$ cat src/rtl/icap_pkg.sv
// rtl/icap_pkg.sv - ICAP command words, Spartan-6 register addresses and reader state encoding
package icap_pkg;

    localparam logic [15:0] SYNC_W1     = 16'hAA99;
    localparam logic [15:0] SYNC_W2     = 16'h5566;
    localparam logic [15:0] NOOP        = 16'h2000;
    localparam logic [15:0] WR_CMD_HDR  = 16'h30A1;
    localparam logic [15:0] CMD_DESYNC  = 16'h000D;
    localparam logic [15:0] CMD_REBOOT  = 16'h000E;
    localparam logic [15:0] RD_HDR_BASE = 16'h2801;
    localparam logic [15:0] IDLE_WORD   = 16'hFFFF;

    localparam logic [5:0] REG_STAT     = 6'h08;
    localparam logic [5:0] REG_IDCODE   = 6'h0E;
    localparam logic [5:0] REG_GENERAL1 = 6'h13;
    localparam logic [5:0] REG_GENERAL2 = 6'h14;
    localparam logic [5:0] REG_GENERAL3 = 6'h15;
    localparam logic [5:0] REG_GENERAL4 = 6'h16;
    localparam logic [5:0] REG_GENERAL5 = 6'h17;
    localparam logic [5:0] REG_MODE     = 6'h18;
    localparam logic [5:0] REG_BOOTSTS  = 6'h20;

    // Encoding is sequential so straight-line states advance by +1.
    localparam logic [4:0] ST_IDLE   = 5'd0;
    localparam logic [4:0] ST_SYNC0  = 5'd1;
    localparam logic [4:0] ST_SYNC1  = 5'd2;
    localparam logic [4:0] ST_NOP0   = 5'd3;
    localparam logic [4:0] ST_RDHDR  = 5'd4;
    localparam logic [4:0] ST_NOP1   = 5'd5;
    localparam logic [4:0] ST_NOP2   = 5'd6;
    localparam logic [4:0] ST_TURN_A = 5'd7;
    localparam logic [4:0] ST_TURN_B = 5'd8;
    localparam logic [4:0] ST_RD     = 5'd9;
    localparam logic [4:0] ST_TURN_C = 5'd10;
    localparam logic [4:0] ST_TURN_D = 5'd11;
    localparam logic [4:0] ST_DSY_H  = 5'd12;
    localparam logic [4:0] ST_DSY_L  = 5'd13;
    localparam logic [4:0] ST_NOP3   = 5'd14;
    localparam logic [4:0] ST_NOP4   = 5'd15;
    localparam logic [4:0] ST_FIN    = 5'd16;

    function automatic logic [15:0] rd_hdr(input logic [5:0] addr);
        return RD_HDR_BASE | {5'b0, addr, 5'b0};
    endfunction

endpackage

$ cat src/rtl/icap_bitswap.sv
// rtl/icap_bitswap.sv - bit reversal within each byte of a 16-bit ICAP word
module icap_bitswap (
    input  logic [15:0] din,
    output logic [15:0] dout
);

    always_comb begin
        dout = '0;
        for (int i = 0; i < 8; i++) begin
            dout[i]     = din[7 - i];
            dout[8 + i] = din[15 - i];
        end
    end

endmodule

$ cat src/rtl/icap_reg_reader.sv
// rtl/icap_reg_reader.sv - reads one configuration register through ICAP, then desyncs
module icap_reg_reader
    import icap_pkg::*;
#(
    parameter int RD_LAT  = 3,
    parameter int TIMEOUT = 255
) (
    input  logic        CLK,
    input  logic        RST_N,
    input  logic        START,
    input  logic [5:0]  REG_ADDR,
    output logic        BUSY,
    output logic        DONE,
    output logic        TIMEOUT_ERR,
    output logic [15:0] DATA,
    output logic        ICAP_CE,
    output logic        ICAP_WRITE,
    output logic [15:0] ICAP_I,
    input  logic [15:0] ICAP_O,
    input  logic        ICAP_BUSY
);

    localparam int CW = $clog2(TIMEOUT + 1);
    localparam logic [CW-1:0] RD_LAT_C  = CW'(RD_LAT);
    localparam logic [CW-1:0] TIMEOUT_C = CW'(TIMEOUT);

    logic [4:0]    state_q, state_d;
    logic [5:0]    addr_q, addr_d;
    logic [CW-1:0] cnt_q, cnt_d;
    logic [15:0]   data_q, data_d;
    logic          terr_q, terr_d;
    logic          done_q, done_d;
    logic          busy_q, busy_d;
    logic          ce_q, ce_d;
    logic          wr_q, wr_d;
    logic [15:0]   word_q, word_d;
    logic [15:0]   rd_word;

    icap_bitswap u_swap_o (.din(ICAP_O), .dout(rd_word));
    icap_bitswap u_swap_i (.din(word_q), .dout(ICAP_I));

    always_comb begin
        state_d = state_q;
        addr_d  = addr_q;
        cnt_d   = cnt_q;
        data_d  = data_q;
        terr_d  = terr_q;
        case (state_q)
            ST_IDLE: begin
                if (START) begin
                    addr_d  = REG_ADDR;
                    terr_d  = 1'b0;
                    state_d = ST_SYNC0;
                end
            end
            ST_SYNC0, ST_SYNC1, ST_NOP0, ST_RDHDR, ST_NOP1, ST_NOP2, ST_TURN_A,
            ST_TURN_C, ST_TURN_D, ST_DSY_H, ST_DSY_L, ST_NOP3, ST_NOP4:
                state_d = state_q + 5'd1;
            ST_TURN_B: begin
                cnt_d   = '0;
                state_d = ST_RD;
            end
            ST_RD: begin
                // Capture is checked first so it wins on the final timeout cycle.
                if (cnt_q >= RD_LAT_C && !ICAP_BUSY) begin
                    data_d  = rd_word;
                    state_d = ST_TURN_C;
                end else if (cnt_q == TIMEOUT_C) begin
                    data_d  = 16'h0000;
                    terr_d  = 1'b1;
                    state_d = ST_TURN_C;
                end else begin
                    cnt_d = cnt_q + 1'b1;
                end
            end
            ST_FIN:  state_d = ST_IDLE;
            default: state_d = ST_IDLE;
        endcase
    end

    always_comb begin
        word_d = IDLE_WORD;
        ce_d   = 1'b1;
        wr_d   = 1'b1;
        case (state_q)
            ST_SYNC0:  begin word_d = SYNC_W1;        ce_d = 1'b0; wr_d = 1'b0; end
            ST_SYNC1:  begin word_d = SYNC_W2;        ce_d = 1'b0; wr_d = 1'b0; end
            ST_RDHDR:  begin word_d = rd_hdr(addr_q); ce_d = 1'b0; wr_d = 1'b0; end
            ST_NOP0, ST_NOP1, ST_NOP2, ST_NOP3, ST_NOP4:
                       begin word_d = NOOP;           ce_d = 1'b0; wr_d = 1'b0; end
            ST_TURN_A, ST_TURN_D: wr_d = 1'b0;
            ST_RD:     ce_d = 1'b0;
            ST_DSY_H:  begin word_d = WR_CMD_HDR;     ce_d = 1'b0; wr_d = 1'b0; end
            ST_DSY_L:  begin word_d = CMD_DESYNC;     ce_d = 1'b0; wr_d = 1'b0; end
            default:   ;
        endcase
        done_d = (state_d == ST_FIN);
        busy_d = (state_d != ST_IDLE);
    end

    always_ff @(posedge CLK) begin
        if (!RST_N) begin
            state_q <= ST_IDLE;
            addr_q  <= '0;
            cnt_q   <= '0;
            data_q  <= 16'h0000;
            terr_q  <= 1'b0;
            done_q  <= 1'b0;
            busy_q  <= 1'b0;
            ce_q    <= 1'b1;
            wr_q    <= 1'b1;
            word_q  <= IDLE_WORD;
        end else begin
            state_q <= state_d;
            addr_q  <= addr_d;
            cnt_q   <= cnt_d;
            data_q  <= data_d;
            terr_q  <= terr_d;
            done_q  <= done_d;
            busy_q  <= busy_d;
            ce_q    <= ce_d;
            wr_q    <= wr_d;
            word_q  <= word_d;
        end
    end

    assign BUSY        = busy_q;
    assign DONE        = done_q;
    assign TIMEOUT_ERR = terr_q;
    assign DATA        = data_q;
    assign ICAP_CE     = ce_q;
    assign ICAP_WRITE  = wr_q;

endmodule

$ cat config.mk
export PLATFORM = sky130hd
export DESIGN_NAME = icap_reg_reader
export DESIGN_NICKNAME = d
export VERILOG_FILES = /design/src/rtl/icap_pkg.sv /design/src/rtl/icap_bitswap.sv /design/src/rtl/icap_reg_reader.sv
export SDC_FILE = /design/constraint.sdc
export NUM_CORES = 1
export LEC_CHECK = 0
export BUFFER_PORTS_ARGS = -buffer_cell sky130_fd_sc_hd__clkbuf_2
export CORE_MARGIN = 2
export CORE_UTILIZATION = 45
export DETAILED_ROUTE_END_ITERATION = 8
export PLACE_DENSITY_LB_ADDON = 0.25
export SYNTH_ARGS = -nofsm -noshare
export SYNTH_HDL_FRONTEND = slang
export SYNTH_SLANG_ARGS = --single-unit
$ cat constraint.sdc
create_clock -name CLK -period 2.5 [get_ports CLK]
set_clock_uncertainty 0.15 [all_clocks]
set_input_delay 0.125 -clock CLK [delete_from_list [all_inputs] [get_ports CLK]]
set_output_delay 0.125 -clock CLK [all_outputs]
set_load 0.02 [all_outputs]
==> key figures <==
STA
  • Post-route setup slack: 0.0821 ns
  • Setup-failing EPs final: 0
  • Worst-Margin Slew: 0.492 ns
  • Setup TNS: 0 ns
  • Fmax: 414 MHz
  • Post-route clock period utilization: 96.7%
  • Hold_ws: 0.0631 ns
  • Slew margin rel.: 67.2%
  • RSZ-0062 raised after global routing: true
  • Minimum period implied by the final worst setup slack: 2.42 ns
  • Hold Vio Cnt, Final: 0
  • Slew Limit Fails: 0

Synth
  • Async set-or-reset flop fraction in the synthesized netlist: 0%
  • Sequential area share after synthesis: 45.1%
  • Ys Warns: 0
  • Syn Std Cell Area: 2390 µm²
  • Primary FF master, synth: dfxtp_1
  • Syn Area/Cell: 9.07 µm²
  • Gate Count Post-Synth: 264
  • Main combinational cell family by area after synthesis: compound AO/OA/AOI/OAI gates
  • Mapped Nets: 296
  • Synth Area in Adders: 3.13%
  • XOR/XNOR Fraction of Synth Area: 1.10%
  • Netlist cell types: 56
  • Simple-Gate Fraction of Synth Area: 20.8%
  • Post-synth EDFFs: 0
  • Seq cells post-synth: 54
  • Compound-Gate Fraction of Synth Area: 21.3%
  • Post-synthesis mux area share: 2.93%

Finish
  • Filler instances: 440
  • Share of layout cells above drive strength 1: 27.3%
  • Register Area: 1090 µm²
  • Number of diodes: 0
  • Fin area: 3130 µm²
  • Nets@finish: 383
  • Area growth, synth to finish: 30.9%
  • Footprint of the multi-input gates: 1190 µm²

Floorplan
  • Core area: 5110 µm²
  • I/O pins: 63
  • Rows: 26
  • Chip width: 77.0 µm
  • Die height: 77.0 µm
  • Die ar.: 5920 µm²
  • Initial Util: 46.9%

GRT
  • Global-route usage over all layers: 19.6%
  • First-pass GRT wire length: 9.47 mm
  • Initial antenna violation count: 0
  • Largest net degree at the start of global routing: 27
  • Gr ovfl total: 0
  • Vias in the first global route: 2034

Placement
  • HPWL after DPL: 3.70 mm
  • Post-DP Area: 2790 µm²
  • Port-buffer cells: 62
  • Routability Congestion: 0.808
  • Pre-CTS setup slack: 0.00400 ns

Route
  • ANT nets after route: 0
  • Initial drt markers: 118
  • Drt wl/cell: 13.4 µm
  • DR vias/cell: 5.24
  • Routed via count: 2211
  • DRT Pass-1 Iters: 4
  • DR DRC count: 0
  • Routed WL: 5.66 mm

Worst setup path
  • CP cell instances: inv_1 -> ha_1 -> or3_4 -> a22oi_4 -> o2111ai_4 -> a211o_1 -> o41a_1
  • CP max stage cell: or3_4
  • CP peak stage delay: 0.42 ns
  • Critical Path AT: 2.47 ns
  • Startpoint Class: flip-flop
  • Crit path kind: reg -> reg
  • Critical path data required time: 2.55 ns
  • Critical Path Fanout Max: 7
  • CP Capture Type: flip-flop

Worst hold path
  • Tightest Hold Check Type: in -> reg

Power
  • Peak VDD IR: 0.409 mV
  • Cell Pwr Density: 834 nW/µm²
  • Leak pwr: 1.35 nW

Clock tree
  • CTS tree: done
  • Worst-Skew Late Latency: 0.31 ns
  • Clock slew at reported path FFs: 0.10 ns
  • Bufs on Longest Clock Path: 2
  • Sink Count: 54
  • Postcts setup bufs: 0
  • CTS root buffer: clkbuf_8
  • CTS buffer count: 5
  • H-tree Lvls: 2

Run
  • Max-capacitance violation count: 0

Status
  • Outcome: finished clean
==> flip-flops by register name (all words and copies together) (netlist names) <==
signal	flops
BUSY	1
DATA	16
DONE	1
ICAP_CE	1
ICAP_WRITE	1
TIMEOUT_ERR	1
addr_q	6
cnt_q	8
state_q	5
word_q	14
==> Yosys cell counts (4+ instances only) <==
master,n,area (µm²)
dfxtp_1,54,1080
nor2_1,38,143
nand2_1,24,90.1
a22oi_1,17,128
o21ai_0,11,55.1
a21oi_1,8,40.0
buf_2,8,40.0
inv_1,8,30.0
mux2i_1,7,70.1
clkbuf_1,6,22.5
ha_1,6,75.1
nor3_1,5,25.0
nand2b_1,4,25.0
==> cell families (layout without fill, tap and decap cells) <==
group,Yosys count,after routing
and+or+nand+nor,100,100
AOI/OAI and AO/OA,67,67
DFF,54,54
buffers and inverters,27,115
muxes,7,7
adders and majority gates,6,6
xor gates and xnor gates,3,3
==> what timing repair did <==
action / CTS / global route
gates cloned: 0 / 0
resized for setup: 1 / 4
setup endpoints to repair: 1 / 5
hold buffers: 23 / 0
endpoints found under the hold margin: 24 / 0
==> per-layer routing <==
metal,wire (µm),vias up,global-route usage [%]
met2,2830,59,33.9
met5,0,-,0
li1,-,1110,-
met3,285,11,4.24
met4,104,0,7.27
met1,2440,1031,23.9
==> through the flow <==
| stage | power, mW | cells | utilization [%] |
|---|---|---|---|
| 3_3_place_gp | 2.04 | 391 | 54.7 |
| 4_1_cts | 2.61 | 422 | 61.2 |
| 3_5_place_dp | 2.06 | 391 | 54.7 |
| 2_1_floorplan | 1.81 | 264 | - |
| 6_report | 2.61 | 422 | 61.4 |
| 5_1_grt | 2.77 | 422 | 61.4 |
==> report_power, final <==
group,total [mW],internal (mW),switching [mW]
clock,0.526,0.229,0.297
sequential,1.08,1.02,0.0631
combinational,1.00,0.428,0.574
total,2.61,1.68,0.935
==> worst max-delay path, delay by kind of cell (launching register included) <==
family | cells | cell delay [ns]
AO/OA/AOI/OAI | 4 | 1.03
AND/OR/NAND/NOR | 1 | 0.42
flip-flops | 1 | 0.39
adder cells (fa/ha/maj) | 1 | 0.24
buffers and inverters | 1 | 0.08
==> final timing paths <==
kind	slack [ns]	cells past startpoint	from	to
setup / recovery	0.08	7	state_q[0]	BUSY
hold / removal	0.06	5	ICAP_BUSY	TIMEOUT_ERR
setup reg to reg	0.08	7	state_q[0]	BUSY
hold reg to reg	0.30	2	addr_q[1]	word_q[6]
==> final cells by class <==
type                       count  share of cell area, %
clock buffer                   6                   2.63
sequential                    54                   34.7
inverter                       8                  0.958
tap                           70                   2.79
timing repair buffer          99                   20.6
clock inverter                 2                  0.519
multi-input combinational    183                   37.8
==> cells in the final DEF (no fill, tap or decap), drive strengths merged, types with 2 or more instances in the layout <==
| cell type | n |
|---|---|
| o31ai | 3 |
| nor2 | 38 |
| o21a | 3 |
| ha | 6 |
| nand2 | 24 |
| clkbuf | 68 |
| and4 | 2 |
| nand4 | 3 |
| or3 | 4 |
| dfxtp | 54 |
| o21ai | 13 |
| nor2b | 3 |
| and3 | 2 |
| nand3 | 3 |
| a21oi | 9 |
| nor4 | 2 |
| xnor2 | 2 |
| mux2i | 7 |
| o211ai | 2 |
| o41ai | 2 |
| a22oi | 18 |
| buf | 14 |
| a31oi | 2 |
| a311oi | 2 |
| or4 | 2 |
| nand2b | 4 |
| inv | 9 |
| o311ai | 2 |
| dlygate4sd3 | 23 |
| nor3 | 5 |
| and2 | 3 |
| a211oi | 2 |
(Power assumes the default switching activity.)
